<file path="config.mk">
export PLATFORM = sky130hd
export DESIGN_NAME = div
export DESIGN_NICKNAME = d
export VERILOG_FILES = /design/src/rtl/div.sv
export SDC_FILE = /design/constraint.sdc
export NUM_CORES = 1
export LEC_CHECK = 0
export ABC_CLOCK_PERIOD_IN_PS = 5300
export BUFFER_PORTS_ARGS = -buffer_cell sky130_fd_sc_hd__buf_4
export CAP_MARGIN = 20
export CELL_PAD_IN_SITES_DETAIL_PLACEMENT = 1
export CELL_PAD_IN_SITES_GLOBAL_PLACEMENT = 2
export CORE_ASPECT_RATIO = 0.6
export CORE_MARGIN = 2
export CORE_UTILIZATION = 35
export CTS_CLUSTER_DIAMETER = 40
export DETAILED_ROUTE_END_ITERATION = 8
export HOLD_SLACK_MARGIN = 0.15
export PLACE_DENSITY_LB_ADDON = 0.2
export SLEW_MARGIN = 40
export SYNTH_ARGS = -nofsm -noshare
export SYNTH_HDL_FRONTEND = slang
export SYNTH_SLANG_ARGS = --single-unit
</file>
<file path="constraint.sdc">
create_clock -name clk_i -period 5.3 [get_ports clk_i]
set_clock_uncertainty 0.05 [all_clocks]
set_input_delay 0.795 -clock clk_i [delete_from_list [all_inputs] [get_ports clk_i]]
set_output_delay 0.795 -clock clk_i [all_outputs]
set_load 0.1 [all_outputs]
</file>
<file path="src/rtl/div.sv">
// div: iterative radix-2 restoring divider for the RV32M execute stage.
// Handles DIV/DIVU/REM/REMU, including divide-by-zero and signed overflow,
// which finish one cycle after accept. Every other operation walks one
// quotient bit per cycle over XLEN iterations.
module div #(
  parameter int XLEN = 32
) (
  input  logic            clk_i,
  input  logic            rst_i,
  input  logic            req_i,
  input  logic            flush_i,
  input  logic            signed_i,
  input  logic [XLEN-1:0] a_i,
  input  logic [XLEN-1:0] b_i,
  output logic            ready_o,
  output logic [XLEN-1:0] quotient_o,
  output logic [XLEN-1:0] remainder_o
);

  localparam int CW = $clog2(XLEN + 1);

  typedef enum logic [1:0] {
    IDLE = 2'd0,
    BUSY = 2'd1,
    DONE = 2'd2
  } state_t;

  state_t          r_state;
  logic            r_signed;
  logic            r_quotNeg;
  logic            r_remNeg;
  logic [XLEN-1:0] r_divisor;
  logic [XLEN-1:0] r_quot;
  logic [XLEN-1:0] r_rem;
  logic [CW-1:0]   r_count;
  logic [XLEN-1:0] r_quotOut;
  logic [XLEN-1:0] r_remOut;

  // Operand inspection at accept time.
  logic            w_aNeg;
  logic            w_bNeg;
  logic [XLEN-1:0] w_aMag;
  logic [XLEN-1:0] w_bMag;
  logic            w_divByZero;
  logic            w_overflow;

  // One restoring step.
  logic [XLEN:0]   w_remShift;
  logic [XLEN:0]   w_trial;
  logic            w_borrow;
  logic [XLEN-1:0] w_remNext;
  logic [XLEN-1:0] w_quotNext;
  logic [XLEN-1:0] w_quotFinal;
  logic [XLEN-1:0] w_remFinal;

  // The unsigned core works on magnitudes. The sign flags are only ever
  // set for signed operations, and the final negation undoes the
  // magnitude conversion.
  assign w_aNeg      = signed_i & a_i[XLEN-1];
  assign w_bNeg      = signed_i & b_i[XLEN-1];
  assign w_aMag      = w_aNeg ? (-a_i) : a_i;
  assign w_bMag      = w_bNeg ? (-b_i) : b_i;
  assign w_divByZero = (b_i == '0);
  assign w_overflow  = signed_i & (a_i == {1'b1, {(XLEN-1){1'b0}}}) & (b_i == '1);

  // The partial remainder always stays below the divisor. The shifted value
  // therefore fits in XLEN+1 bits, and the MSB of the XLEN+1-bit difference
  // is exactly the borrow.
  assign w_remShift  = {r_rem, r_quot[XLEN-1]};
  assign w_trial     = w_remShift - {1'b0, r_divisor};
  assign w_borrow    = w_trial[XLEN];
  assign w_remNext   = w_borrow ? w_remShift[XLEN-1:0] : w_trial[XLEN-1:0];
  assign w_quotNext  = {r_quot[XLEN-2:0], ~w_borrow};
  assign w_quotFinal = (r_signed & r_quotNeg) ? (-w_quotNext) : w_quotNext;
  assign w_remFinal  = (r_signed & r_remNeg) ? (-w_remNext) : w_remNext;

  // Sequencing, iteration and result registers, all in one state machine.
  always_ff @(posedge clk_i) begin
    if (rst_i) begin
      r_state   <= IDLE;
      r_signed  <= 1'b0;
      r_quotNeg <= 1'b0;
      r_remNeg  <= 1'b0;
      r_divisor <= '0;
      r_quot    <= '0;
      r_rem     <= '0;
      r_count   <= '0;
      r_quotOut <= '0;
      r_remOut  <= '0;
    end else begin
      case (r_state)
        IDLE: begin
          if (req_i && !flush_i) begin
            r_signed  <= signed_i;
            r_quotNeg <= w_aNeg ^ w_bNeg;
            r_remNeg  <= w_aNeg;
            r_divisor <= w_bMag;
            r_quot    <= w_aMag;
            r_rem     <= '0;
            r_count   <= CW'(XLEN);
            if (w_divByZero) begin
              r_quotOut <= '1;
              r_remOut  <= a_i;
              r_state   <= DONE;
            end else if (w_overflow) begin
              r_quotOut <= a_i;
              r_remOut  <= '0;
              r_state   <= DONE;
            end else begin
              r_state   <= BUSY;
            end
          end
        end
        BUSY: begin
          if (flush_i || !req_i) begin
            r_state <= IDLE;
          end else begin
            r_rem   <= w_remNext;
            r_quot  <= w_quotNext;
            r_count <= r_count - CW'(1);
            if (r_count == CW'(1)) begin
              r_quotOut <= w_quotFinal;
              r_remOut  <= w_remFinal;
              r_state   <= DONE;
            end
          end
        end
        DONE: begin
          r_state <= IDLE;
        end
        default: begin
          r_state <= IDLE;
        end
      endcase
    end
  end

  // Flush or a dropped request in the DONE cycle suppresses the handshake.
  // The result registers have already been written at that point.
  assign ready_o     = (r_state == DONE) & req_i & ~flush_i;
  assign quotient_o  = r_quotOut;
  assign remainder_o = r_remOut;

endmodule

</file>
Word-level counts from Yosys, hierarchy flattened
Index checks and enable logic that the tools add are counted.
{ "op_classes": {"add_sub_neg": 6, "eq_ne": 10, "mux": 32, "n_bitwise": 11, "reduce_logical": 11} }
{ "ops": {"columns": ["operator", "count"], "rows": [
  ["2-to-1 mux 32 bit", 19],
  ["case mux 32 bit (2 select lines)", 4],
  ["negator 32 bit", 4],
  ["== test 32 bit (second input constant)", 2],
  ["subtractor 33 x 32 -> 33 bit", 1],
  ["zero test 32 bit", 1],
  ["2-to-1 mux 6 bit", 2],
  ["case mux 6 bit (2 select lines)", 1],
  ["2-to-1 mux 2 bit", 5],
  ["bitwise AND 1 bit", 8],
  ["== test 6 x 1 -> 1 bit (second input constant)", 1],
  ["inequality test 2 bit (second input constant)", 3],
  ["inequality test 3 bit (second input constant)", 2],
  ["subtractor 6 x 1 -> 6 bit (second input constant)", 1],
  ["AND reduction 5 bit", 1],
  ["case mux 2 bit (2 select lines)", 1],
  ["AND reduction 2 bit", 2],
  ["AND reduction 3 bit", 1],
  ["== test 2 x 1 -> 1 bit (second input constant)", 1],
  ["== test 2 bit (second input constant)", 1],
  ["zero test 1 bit", 2],
  ["zero test 2 bit", 1],
  ["inverter 1 bit", 2],
  ["nonzero test 2 bit", 1],
  ["3 further kinds", 3]
]} }
{ "totals": {"register_bits": 171, "input_bits": 69, "out_inout_bits": 65, "wordCells": 80} }

Depth between registers and ports, before layout
Gate-level depths: netlist of run 1.
{ "depth": {"depth_word": 7, "mapped_depth": 25} }

Least setup slack after synthesis of run 1
Ideal clock, no wire load.
{ "synth_timing": {"path_type": "register to register", "startpoint": "reg r_divisor[23]", "endpoint": "reg r_remOut[24] (netlist: remainder_o[24])", "setup_ns": 0.086, "arrival_time_ns": 4.693, "path_slack_ns": 0.471, "stages_incl_launch_ff": 25, "path_buffers": 4, "cell_sequence": "dfxtp_1 inv_1 ha_1 a21oi_1 o21ai_1 a211oi_2 nor3b_2 nor4_4 nor2_8 inv_2 buf_2 clkbuf_1 clkbuf_1 nor2_1 a21oi_1 ha_1 clkbuf_1 nand4b_1 or3_1 nor3_1 o21ai_0 nor4_4 o211a_1 a211oi_1 a211oi_1"} }
{ "synth_via": {"elab_chain_len": 7} }
{ "synth_lines": {"columns": ["element", "line", "text"], "rows": [
  ["from (decl)", "32", "logic [XLEN-1:0] r_divisor;"],
  ["from (signal assigned)", "97", "r_divisor <= w_bMag;"],
  ["subtractor 33 x 32 -> 33 bit *", "70", "assign w_trial = w_remShift - {1'b0, r_divisor};"],
  ["2-to-1 mux 32 bit *", "72", "assign w_remNext = w_borrow ? w_remShift[XLEN-1:0] : w_trial[XLEN-1:0];"],
  ["negator 32 bit", "75", "assign w_remFinal = (r_signed & r_remNeg) ? (-w_remNext) : w_remNext;"],
  ["2-to-1 mux 32 bit *", "75", null],
  ["2-to-1 mux 32 bit *", "121", "if (r_count == CW'(1)) begin"],
  ["2-to-1 mux 32 bit *", "115", "if (flush_i || !req_i) begin"],
  ["case mux 32 bit (2 select lines) *", "91", "case (r_state)"],
  ["to (signal assigned)", "103", "r_remOut <= a_i;"],
  ["to (signal assigned)", "123", "r_remOut <= w_remFinal;"],
  ["to (decl)", "37", "logic [XLEN-1:0] r_remOut;"]
]} }
Every way passes the cells marked *; elsewhere a longest branch is shown, timed or not. The select of a mux whose other input is x is not followed.
A chain may end at the register's enable or synchronous reset.

Worst setup path in the final report of run 1
{ "layout_timing": {"startpoint": "reg r_quot[31]", "endpoint": "reg r_remOut[24] (netlist: remainder_o[24])"} }
{ "layout_via": {"elab_chain_len": 7} }
{ "layout_lines": {"columns": ["element", "line", "text"], "rows": [
  ["from (decl)", "33", "logic [XLEN-1:0] r_quot;"],
  ["from (signal assigned)", "98", "r_quot <= w_aMag;"],
  ["from (signal assigned)", "119", "r_quot <= w_quotNext;"],
  ["subtractor 33 x 32 -> 33 bit", "70", null],
  ["2-to-1 mux 32 bit *", "72", null],
  ["negator 32 bit", "75", null],
  ["2-to-1 mux 32 bit *", "75", null],
  ["2-to-1 mux 32 bit *", "121", null],
  ["2-to-1 mux 32 bit *", "115", null],
  ["case mux 32 bit (2 select lines) *", "91", null]
]} }
Marks and branches as above.

==> summary by stage, run 1 <==
Outcome
The run finished with clean final reports.

Timing
Headroom to the max-slew limit came out at 0.394. Hold timing on the final database bottoms out at a slack of 0.413 ns. The aggregate negative setup slack is 0 ns. Setup violations remaining at the end of the flow were counted as 0. For the pin with the worst max-slew slack, the measured transition is 0.897 ns.

The final count of pins violating max slew is 0. The shortest period the worst path allows is 4.98 ns. The number of hold-slack violations in the final timing report is 0. Setup repair after global routing left no endpoint under its margin. Dividing the final minimum period by the clock period gives 0.940. The upper clock frequency limit is 201 MHz.

Finish
The number of standard cells in the final layout excluding fillers is 2184. For this run, the post-layout net count is 1820. Of the cells placed in the final design, the portion with a size suffix greater than 1 is 0.140. The relative area change from synthesis to final layout is 17.2%. After routing the design area is 14200 sq um.

Power and ir drop
The peak supply drop is 0.244 mV. The static leakage power is 5.33 nW. Summing internal, switching and leakage power gives 0.00334 W. In this run the power density over the cells is 236 nW/um^2.

Synthesis
After synthesis, the cell types taking the most area are sky130_fd_sc_hd__dfxtp_1 28%, sky130_fd_sc_hd__nor2_1 8.0%, sky130_fd_sc_hd__a21oi_1 6.5%. The count of yosys warnings during synthesis is 0. After synthesis, the share of cell area in mux cells is 0.0137.

Of the total synthesized cell area, the portion taken by full adders, half adders and majority gates is 0.0420. The fraction of synthesized cell area in xor and xnor cells is 0.100. The proportion of netlist area held by the largest area contributor is 0.283.

The total standard cell area after synthesis is 12100 sq um. The gate count after technology mapping is 1633. The sequential element share of the synthesized area is 0.283. The post-synthesis register bit count is 171. The async set-reset flop share out of synthesis is 0.

The library cell with the largest summed area after synthesis is sky130_fd_sc_hd__dfxtp_1. Counting flops with a built-in enable in the synthesized netlist gives 0. The average size of a mapped cell is 7.40 sq um. The main combinational cell family by area after synthesis is compound AO/OA/AOI/OAI gates. Sorting the synthesized cells by how often they occur yields 258 x sky130_fd_sc_hd__nor2_1, 171 x sky130_fd_sc_hd__dfxtp_1, 158 x sky130_fd_sc_hd__a21oi_1. The compound-cell area share of the yosys netlist is 0.267. Yosys instantiated no cell more often than sky130_fd_sc_hd__nor2_1.

The synthesized netlist contains 80 unique library cells. The simple-gate share of the synthesized area is 0.236. The most used flip-flop cell after synthesis is sky130_fd_sc_hd__dfxtp_1. The net count of the mapped netlist is 1742.

Floorplan
The die width is 244 microns. After floorplanning, the core was divided into 52 placement rows. The initial standard-cell utilization of the core is 0.357. The core region is 33800 sq um. In this run the count of I/O pins placed on the die edge is 134. The area of the die is 36100 sq um. The die is 148 microns tall.

Clock network
The longest clock path from root to sink contains 2 buffers. The clock tree from TritonCTS is built. CTS built an H-tree with a depth of 4. The total setup buffers inserted after CTS is 0. Clock latency on the worst-skew pair, taken at its later pin, is 0.46 ns. The total CTS buffers is 17. The clock sink total is 171.

In this run the clock root is driven by a sky130_fd_sc_hd__clkbuf_16. The clock transition time at the flip-flop clock pins of the worst setup and hold paths is 0.08 ns.

Routing
In the final routed layout, each cell accounts on average for 23.6 microns. For this block, the initial DRC count from the detailed router was 1072. The number of nets still failing antenna checks after routing is 0.

The total DRC errors in the routed layout is 0. The routed via count divided by cell count is 5.88. The post-detailed-routing wire length is 51.6 mm. The via count is 12834.

The first detailed-routing pass took 5 iterations.

Critical path
Data on the critical path arrives at its endpoint at 5.30 ns. Along the worst path, the maximum fanout reaches 9. The worst endpoint required time is 5.61 ns. The delay of the slowest cell on the worst path is 0.46 ns. STA classifies the critical path endpoint as a register. STA classifies the critical path startpoint as a register. The category of the critical setup timing path is reg2reg. The total buffers and inverters traversed by the critical path is 2. The slowest stage of the critical path is the sky130_fd_sc_hd__dfxtp_1 cell. In this run the register-to-register setup slack is 0.32 ns.

The largest delay contributor family on the critical path is compound AO/OA/AOI/OAI gates. Walking the worst path, the cells encountered are inv_1, ha_1, fa_1, nor2b_4, o31a_4, o21ai_2, a31oi_2, o31a_4, nor2_8, inv_2, nor2_1, a21oi_1, ha_2, nand4b_1, or3_1, nor3_1, o21ai_0, nor4_4, o211a_1, a211oi_1, a211oi_1.

Place
The placed standard-cell area is 13600 sq um. The congestion estimate from routability-driven global placement came to 0.894. Summed over all nets, the half-perimeter wirelength after detailed placement is 39.9 mm. In this run, placement finished with an instance count of 2151. Port buffering added 133 buffers.

Global routing
The first global-routing pass estimated 77.8 mm of wire. In the global route stage, overall resource usage came out at 0.284. After global routing the overflow that remains totals 0.

The number of antenna violations at the first check in global routing is 1. The number of global-route vias before repair is 12066. The largest net degree at the start of global routing is 77.

Hold path
The class of the worst hold path is reg2reg.

Flow run
The max-cap check violation count is 0.
-- path summary, 6_finish.rpt --
kind,start,end,depth (start not counted)
worst max-delay path,r_quot[31],remainder_o[24],21
worst min register to register,quotient_o[6],quotient_o[6],2
worst min-delay path,quotient_o[6],quotient_o[6],2
worst max register to register,r_quot[31],remainder_o[24],21
-- cells by family (layout without fill, tap and decap cells) --
kind of cell | count (synthesis) | count (layout)
XOR/XNOR | 138 | 138
multiplexers | 16 | 16
buffers and inverters | 178 | 269
AND/OR/NAND/NOR | 607 | 607
AO/OA/AOI/OAI | 483 | 483
flip-flops | 171 | 171
other | 0 | 1
adder cells (fa/ha/maj) | 40 | 40
-- cell type report --
class / count / area (sq um)
diodes: 1 / 2.50
repair buffers: 172 / 1340
clock inverters: 15 / 135
flip-flops and latches: 171 / 3420
fillers: 4259 / 19700
clock buffers: 17 / 425
well taps: 459 / 574
inverters: 65 / 244
multi-input cells: 1284 / 8010
-- power breakdown --
part	switching, W	internal [W]
registers	0.0000379	0.00132
clock network	0.000663	0.000619
logic	0.000459	0.000242
total	0.00116	0.00218
-- sequential cells by signal, summed over array words and instances (netlist names) --
signal / flops
r_remNeg: 1
r_quot: 32
remainder_o: 32
r_divisor: 32
r_rem: 32
r_count: 6
quotient_o: 32
r_state: 2
r_signed: 1
r_quotNeg: 1
-- worst min-delay path, stage by stage, from the launching register on --
cell and delay [ns]:
sky130_fd_sc_hd__dfxtp_1 0.32, sky130_fd_sc_hd__nand2_1 0.05, sky130_fd_sc_hd__a21oi_1 0.05
-- timing repair --
action                     4_1_cts  5_1_grt
hold buffers                     0        0
gates resized for setup          0        3
setup endpoints to repair        0        5
-- cells in the final DEF, fill, tap and decap left out, drive strengths merged, types with 7 or more instances in the layout --
cell,count
a2111oi,8
a211oi,79
a21o,12
a21oi,161
a221oi,21
a22oi,17
a311oi,9
a31oi,24
a41oi,7
and2,17
and3,7
buf,172
clkbuf,17
dfxtp,171
ha,39
inv,71
mux2i,12
nand2,132
nand2b,7
nand3,26
nand4,19
nor2,259
nor2b,14
nor3,60
nor4,23
o211ai,8
o21a,7
o21ai,67
o31ai,14
o41ai,11
or3,17
xnor2,86
xor2,52
-- metrics by stage --
step	setup WS, ns	utilization
floorplan	0.471	-
global placement	0.536	0.400
detailed placement	0.275	0.401
CTS	0.221	0.418
global route	0.0132	0.418
finish	0.319	0.418
-- layer usage --
| layer | track usage | vias to the layer above | part of all wire |
|---|---|---|---|
| li1 | - | 6028 | - |
| met1 | 0.464 | 6376 | 0.54 |
| met2 | 0.366 | 399 | 0.38 |
| met3 | 0.0610 | 31 | 0.079 |
| met4 | 0.0552 | 0 | 0.0099 |
| met5 | 0 | - | 0 |
(Power assumes the default switching activity.)
==> run 2: changes to the inputs <==
--- a/config.mk
+++ b/config.mk
@@ -11,12 +11,12 @@
 export CELL_PAD_IN_SITES_DETAIL_PLACEMENT = 1
 export CELL_PAD_IN_SITES_GLOBAL_PLACEMENT = 2
 export CORE_ASPECT_RATIO = 0.6
-export CORE_MARGIN = 2
 export CORE_UTILIZATION = 35
 export CTS_CLUSTER_DIAMETER = 40
 export DETAILED_ROUTE_END_ITERATION = 8
 export HOLD_SLACK_MARGIN = 0.15
 export PLACE_DENSITY_LB_ADDON = 0.2
+export SETUP_SLACK_MARGIN = 0.02
 export SLEW_MARGIN = 40
 export SYNTH_ARGS = -nofsm -noshare
 export SYNTH_HDL_FRONTEND = slang
==> constraint.sdc (replaced) <==
create_clock -name clk_i -period 5.3 [get_ports clk_i]
set_clock_uncertainty 0.05 [all_clocks]
set_input_delay 0 -clock clk_i [delete_from_list [all_inputs] [get_ports clk_i]]
set_output_delay 0 -clock clk_i [all_outputs]
set_load 0.1 [all_outputs]
==> run 2 against run 1 <==
Effect of this change:
- clock power rose by 9%
- non-clock buffer count rose by 81
- via count rose by 3.0%
- routed wire length rose by 1.0%
- die area fell by 2.2%
- worst setup slack improved by 0.039 ns
- critical endpoint unchanged
- combinational power rose by 8.1%
- highest routed layer unchanged
- critical path depth fell by 2
- sequential cell count did not move
==> summary by stage, run 2 (synthesis results as in run 1) <==
Critical path
The worst endpoint required time is 5.61 ns (about the same). The element type at the critical path end is a register. The arrival time reported for the critical path endpoint is 5.25 ns (-0.05 ns). The reg-to-reg setup timing slack is 0.36 ns (+0.04 ns). The signal on the critical path passes through ha_1, nor2b_4, o31a_4, o21ai_2, a31oi_2, nor4_4, nor2_8, inv_2, nor2_1, a21oi_1, ha_2, nand4b_1, or3_1, nor3_1, o21ai_1, nor4_4, o211a_1, a211oi_1, a211oi_1. The startpoint identified for the worst register-to-register timing path is r_rem[1]. The destination of the worst register-to-register timing path is remainder_o[24].

The critical path starts at r_rem[1]. The critical-path cell with the highest stage delay is sky130_fd_sc_hd__nor4_4. In this design, the largest share of critical-path delay is due to simple AND/OR/NAND/NOR gates. The number of stages on the worst setup path came to 19 (-9.5%).

The worst-case reg-to-reg path depth is 19 (-9.5%). The destination of the critical timing path is remainder_o[24]. The delay of the slowest cell on the worst path came to 0.50 ns (+0.04 ns).

The category of the critical setup timing path is reg2reg. The maximum fanout encountered on the critical timing path was 9 (unchanged). The total buffers and inverters traversed by the critical path came to 1 (-1). The startpoint type of the worst setup path is a register.

Flow run
The max-cap check violation count came to 0 (unchanged).

Clock network
The clock sink total is 171 (unchanged). The CTS H-tree depth is 4 (unchanged). The clock transition time at the flip-flop clock pins of the worst setup and hold paths is 0.07 ns (about the same).

The insertion delay to the later sink of the worst-skew pair is 0.45 ns (about the same). The maximum clock insertion buffer count is 2 (unchanged). The clock tree from TritonCTS is built. The clock tree root buffer cell is sky130_fd_sc_hd__clkbuf_16. The total CTS buffers was 17 (unchanged).

Global routing
The overflow left after global routing is 0 (unchanged). The total routing usage reported by global routing came to 0.292 (+0.00793). The number of global-route vias before repair is 12677 (+5.1%).

The number of antenna violations at the first check in global routing is 1 (unchanged). The largest net degree at the start of global routing is 125 (+62%). The wire length of the first global-routing pass is 79.1 mm (+1.7%).

Floorplan
The number of placement rows came to 52 (unchanged). The die width is 242 microns (-0.82%). The height of the die is 146 microns (-1.4%). The number of top-level pins was 134 (unchanged).

The area of the die is 35300 sq um (-2.2%). The initial standard-cell utilization of the core was 0.357 (unchanged). The placeable core region was 33800 sq um (unchanged).

Finish
The net count of the finished layout is 1901 (+4.5%). The commonest non-fill, non-tap cell in the layout is sky130_fd_sc_hd__nor2_1. The number of standard cells in the final layout excluding fillers came to 2263 (+3.6%). The top cell types in the final layout, fill and taps aside, are 256 x sky130_fd_sc_hd__nor2_1, 171 x sky130_fd_sc_hd__dfxtp_1, 158 x sky130_fd_sc_hd__a21oi_1. The antenna diode instance count came to 0 (-1). The final non-filler cell area is 15100 sq um (+6.4%). From synthesis to final layout, the design area changed by 24.6%. The share of final-layout standard cells stronger than drive strength 1 came to 0.129 (-0.0118).

Place
The placer's final routability congestion estimate is 0.936 (+4.6%). The total instance count after detailed placement is 2136 (-0.70%). The post-DP HPWL is 39.3 mm (-1.4%). The placed standard-cell area was 13400 sq um (-0.98%).

The count of buffers inserted at the top-level ports is 133 (unchanged).

Timing
Setup repair after global routing left no endpoint under its margin. The worst slew margin relative to its limit is 0.405 (+0.0111). The share of the clock period used by the worst path after layout came to 0.933 (-0.00728). The shortest period the worst path allows is 4.94 ns (-0.0386 ns). The final count of pins violating max slew is 0 (unchanged). The total of endpoints with negative setup slack in the final report is 0 (unchanged). The upper clock frequency limit is 202 MHz (+0.78%). The aggregate negative setup slack is 0 ns (unchanged).

The final worst hold slack came to 0.190 ns (-0.222 ns). The slew of the pin with the lowest slew margin is 0.890 ns (-0.00701 ns). The number of hold-slack violations in the final timing report was 0 (unchanged).

Power and ir drop
The static leakage power is 5.70 nW (+6.9%). The total power density per cell area is 233 nW/um^2 (-1.1%). The peak supply drop is 0.231 mV (-5.1%). The total power came to 0.00351 W (+5.2%).

Routing
The post-detailed-routing wire length was 52.2 mm (+1.0%). The total DRC errors in the routed layout was 0 (unchanged). The routed via count divided by cell count is 5.84 (-0.58%). The count of routing violations after the opening detailed-route iteration came to 1085 (+1.2%). The via count was 13221 (+3.0%). The iteration count of the initial detailed-routing pass is 5 (unchanged). The routed wire length per instance is 23.1 microns (-2.5%).

The number of nets still failing antenna checks after routing is 0 (unchanged).

Outcome
The run finished with clean final reports.

Hold path
The worst hold path belongs to the class in2reg.
[run 2: changes by cell type in the layout (fill, tap and decap cells not counted), sizes merged]
cell,change
diode,-1
buf,-13
dlygate4sd3,+94
clkinvlp,+1
clkinv,-6
bufinv,+4
clkbuf,+2
inv,-2
[run 2: layout make-up]
type / instances / area, sq um
sequential: 171 / 3420
clock inverter: 12 / 188
inverter: 65 / 244
timing repair buffer: 253 / 2170
clock buffer: 19 / 433
fill: 4126 / 18800
tap: 459 / 574
multi-input combinational: 1284 / 8020
[run 2: worst min path at each step]
stage                         from              end  cells after the start
final                       b_i[7]     r_divisor[7]                      3
after global routing        b_i[7]     r_divisor[7]                      3
after CTS                   b_i[7]     r_divisor[7]                      3
after detailed placement   a_i[13]  remainder_o[13]                      3
after global placement    signed_i         r_signed                      3
after floorplan             b_i[0]     r_divisor[0]                      2
[run 2: metal layers]
metal,vias to the layer above,part of all wire,global-route usage
li1,6186,-,-
met1,6600,0.54,0.471
met2,393,0.38,0.381
met3,42,0.071,0.0636
met4,0,0.014,0.0576
met5,-,0,0
[run 2: worst reg2reg max path: stages, from the launching register on]
cell,delay (ns)
sky130_fd_sc_hd__dfxtp_1,0.48
sky130_fd_sc_hd__ha_1,0.34
sky130_fd_sc_hd__nor2b_4,0.15
sky130_fd_sc_hd__o31a_4,0.31
sky130_fd_sc_hd__o21ai_2,0.26
sky130_fd_sc_hd__a31oi_2,0.18
sky130_fd_sc_hd__nor4_4,0.50
sky130_fd_sc_hd__nor2_8,0.04
sky130_fd_sc_hd__inv_2,0.13
sky130_fd_sc_hd__nor2_1,0.07
sky130_fd_sc_hd__a21oi_1,0.25
sky130_fd_sc_hd__ha_2,0.34
sky130_fd_sc_hd__nand4b_1,0.14
sky130_fd_sc_hd__or3_1,0.38
sky130_fd_sc_hd__nor3_1,0.16
sky130_fd_sc_hd__o21ai_1,0.24
sky130_fd_sc_hd__nor4_4,0.35
sky130_fd_sc_hd__o211a_1,0.18
sky130_fd_sc_hd__a211oi_1,0.05
sky130_fd_sc_hd__a211oi_1,0.26
[run 2: power by group]
part | total [W] | switching [W] | internal (W)
combinational | 0.000759 | 0.000472 | 0.000287
sequential | 0.00136 | 0.0000370 | 0.00132
clock | 0.00140 | 0.000604 | 0.000795
[run 2: what timing repair did]
item | in CTS | in global routing
hold buffers | 94 | 0
setup endpoints to repair | 0 | 5
setup buffers | 0 | 1
hold endpoints to repair | 147 | 0
gates resized for setup | 0 | 5
[run 2: stage by stage]
stage | setup WS, ns | utilization
2_1_floorplan | 0.471 | -
3_3_place_gp | 0.438 | 0.397
3_5_place_dp | 0.354 | 0.397
4_1_cts | 0.302 | 0.443
5_1_grt | 0.110 | 0.445
6_report | 0.357 | 0.445
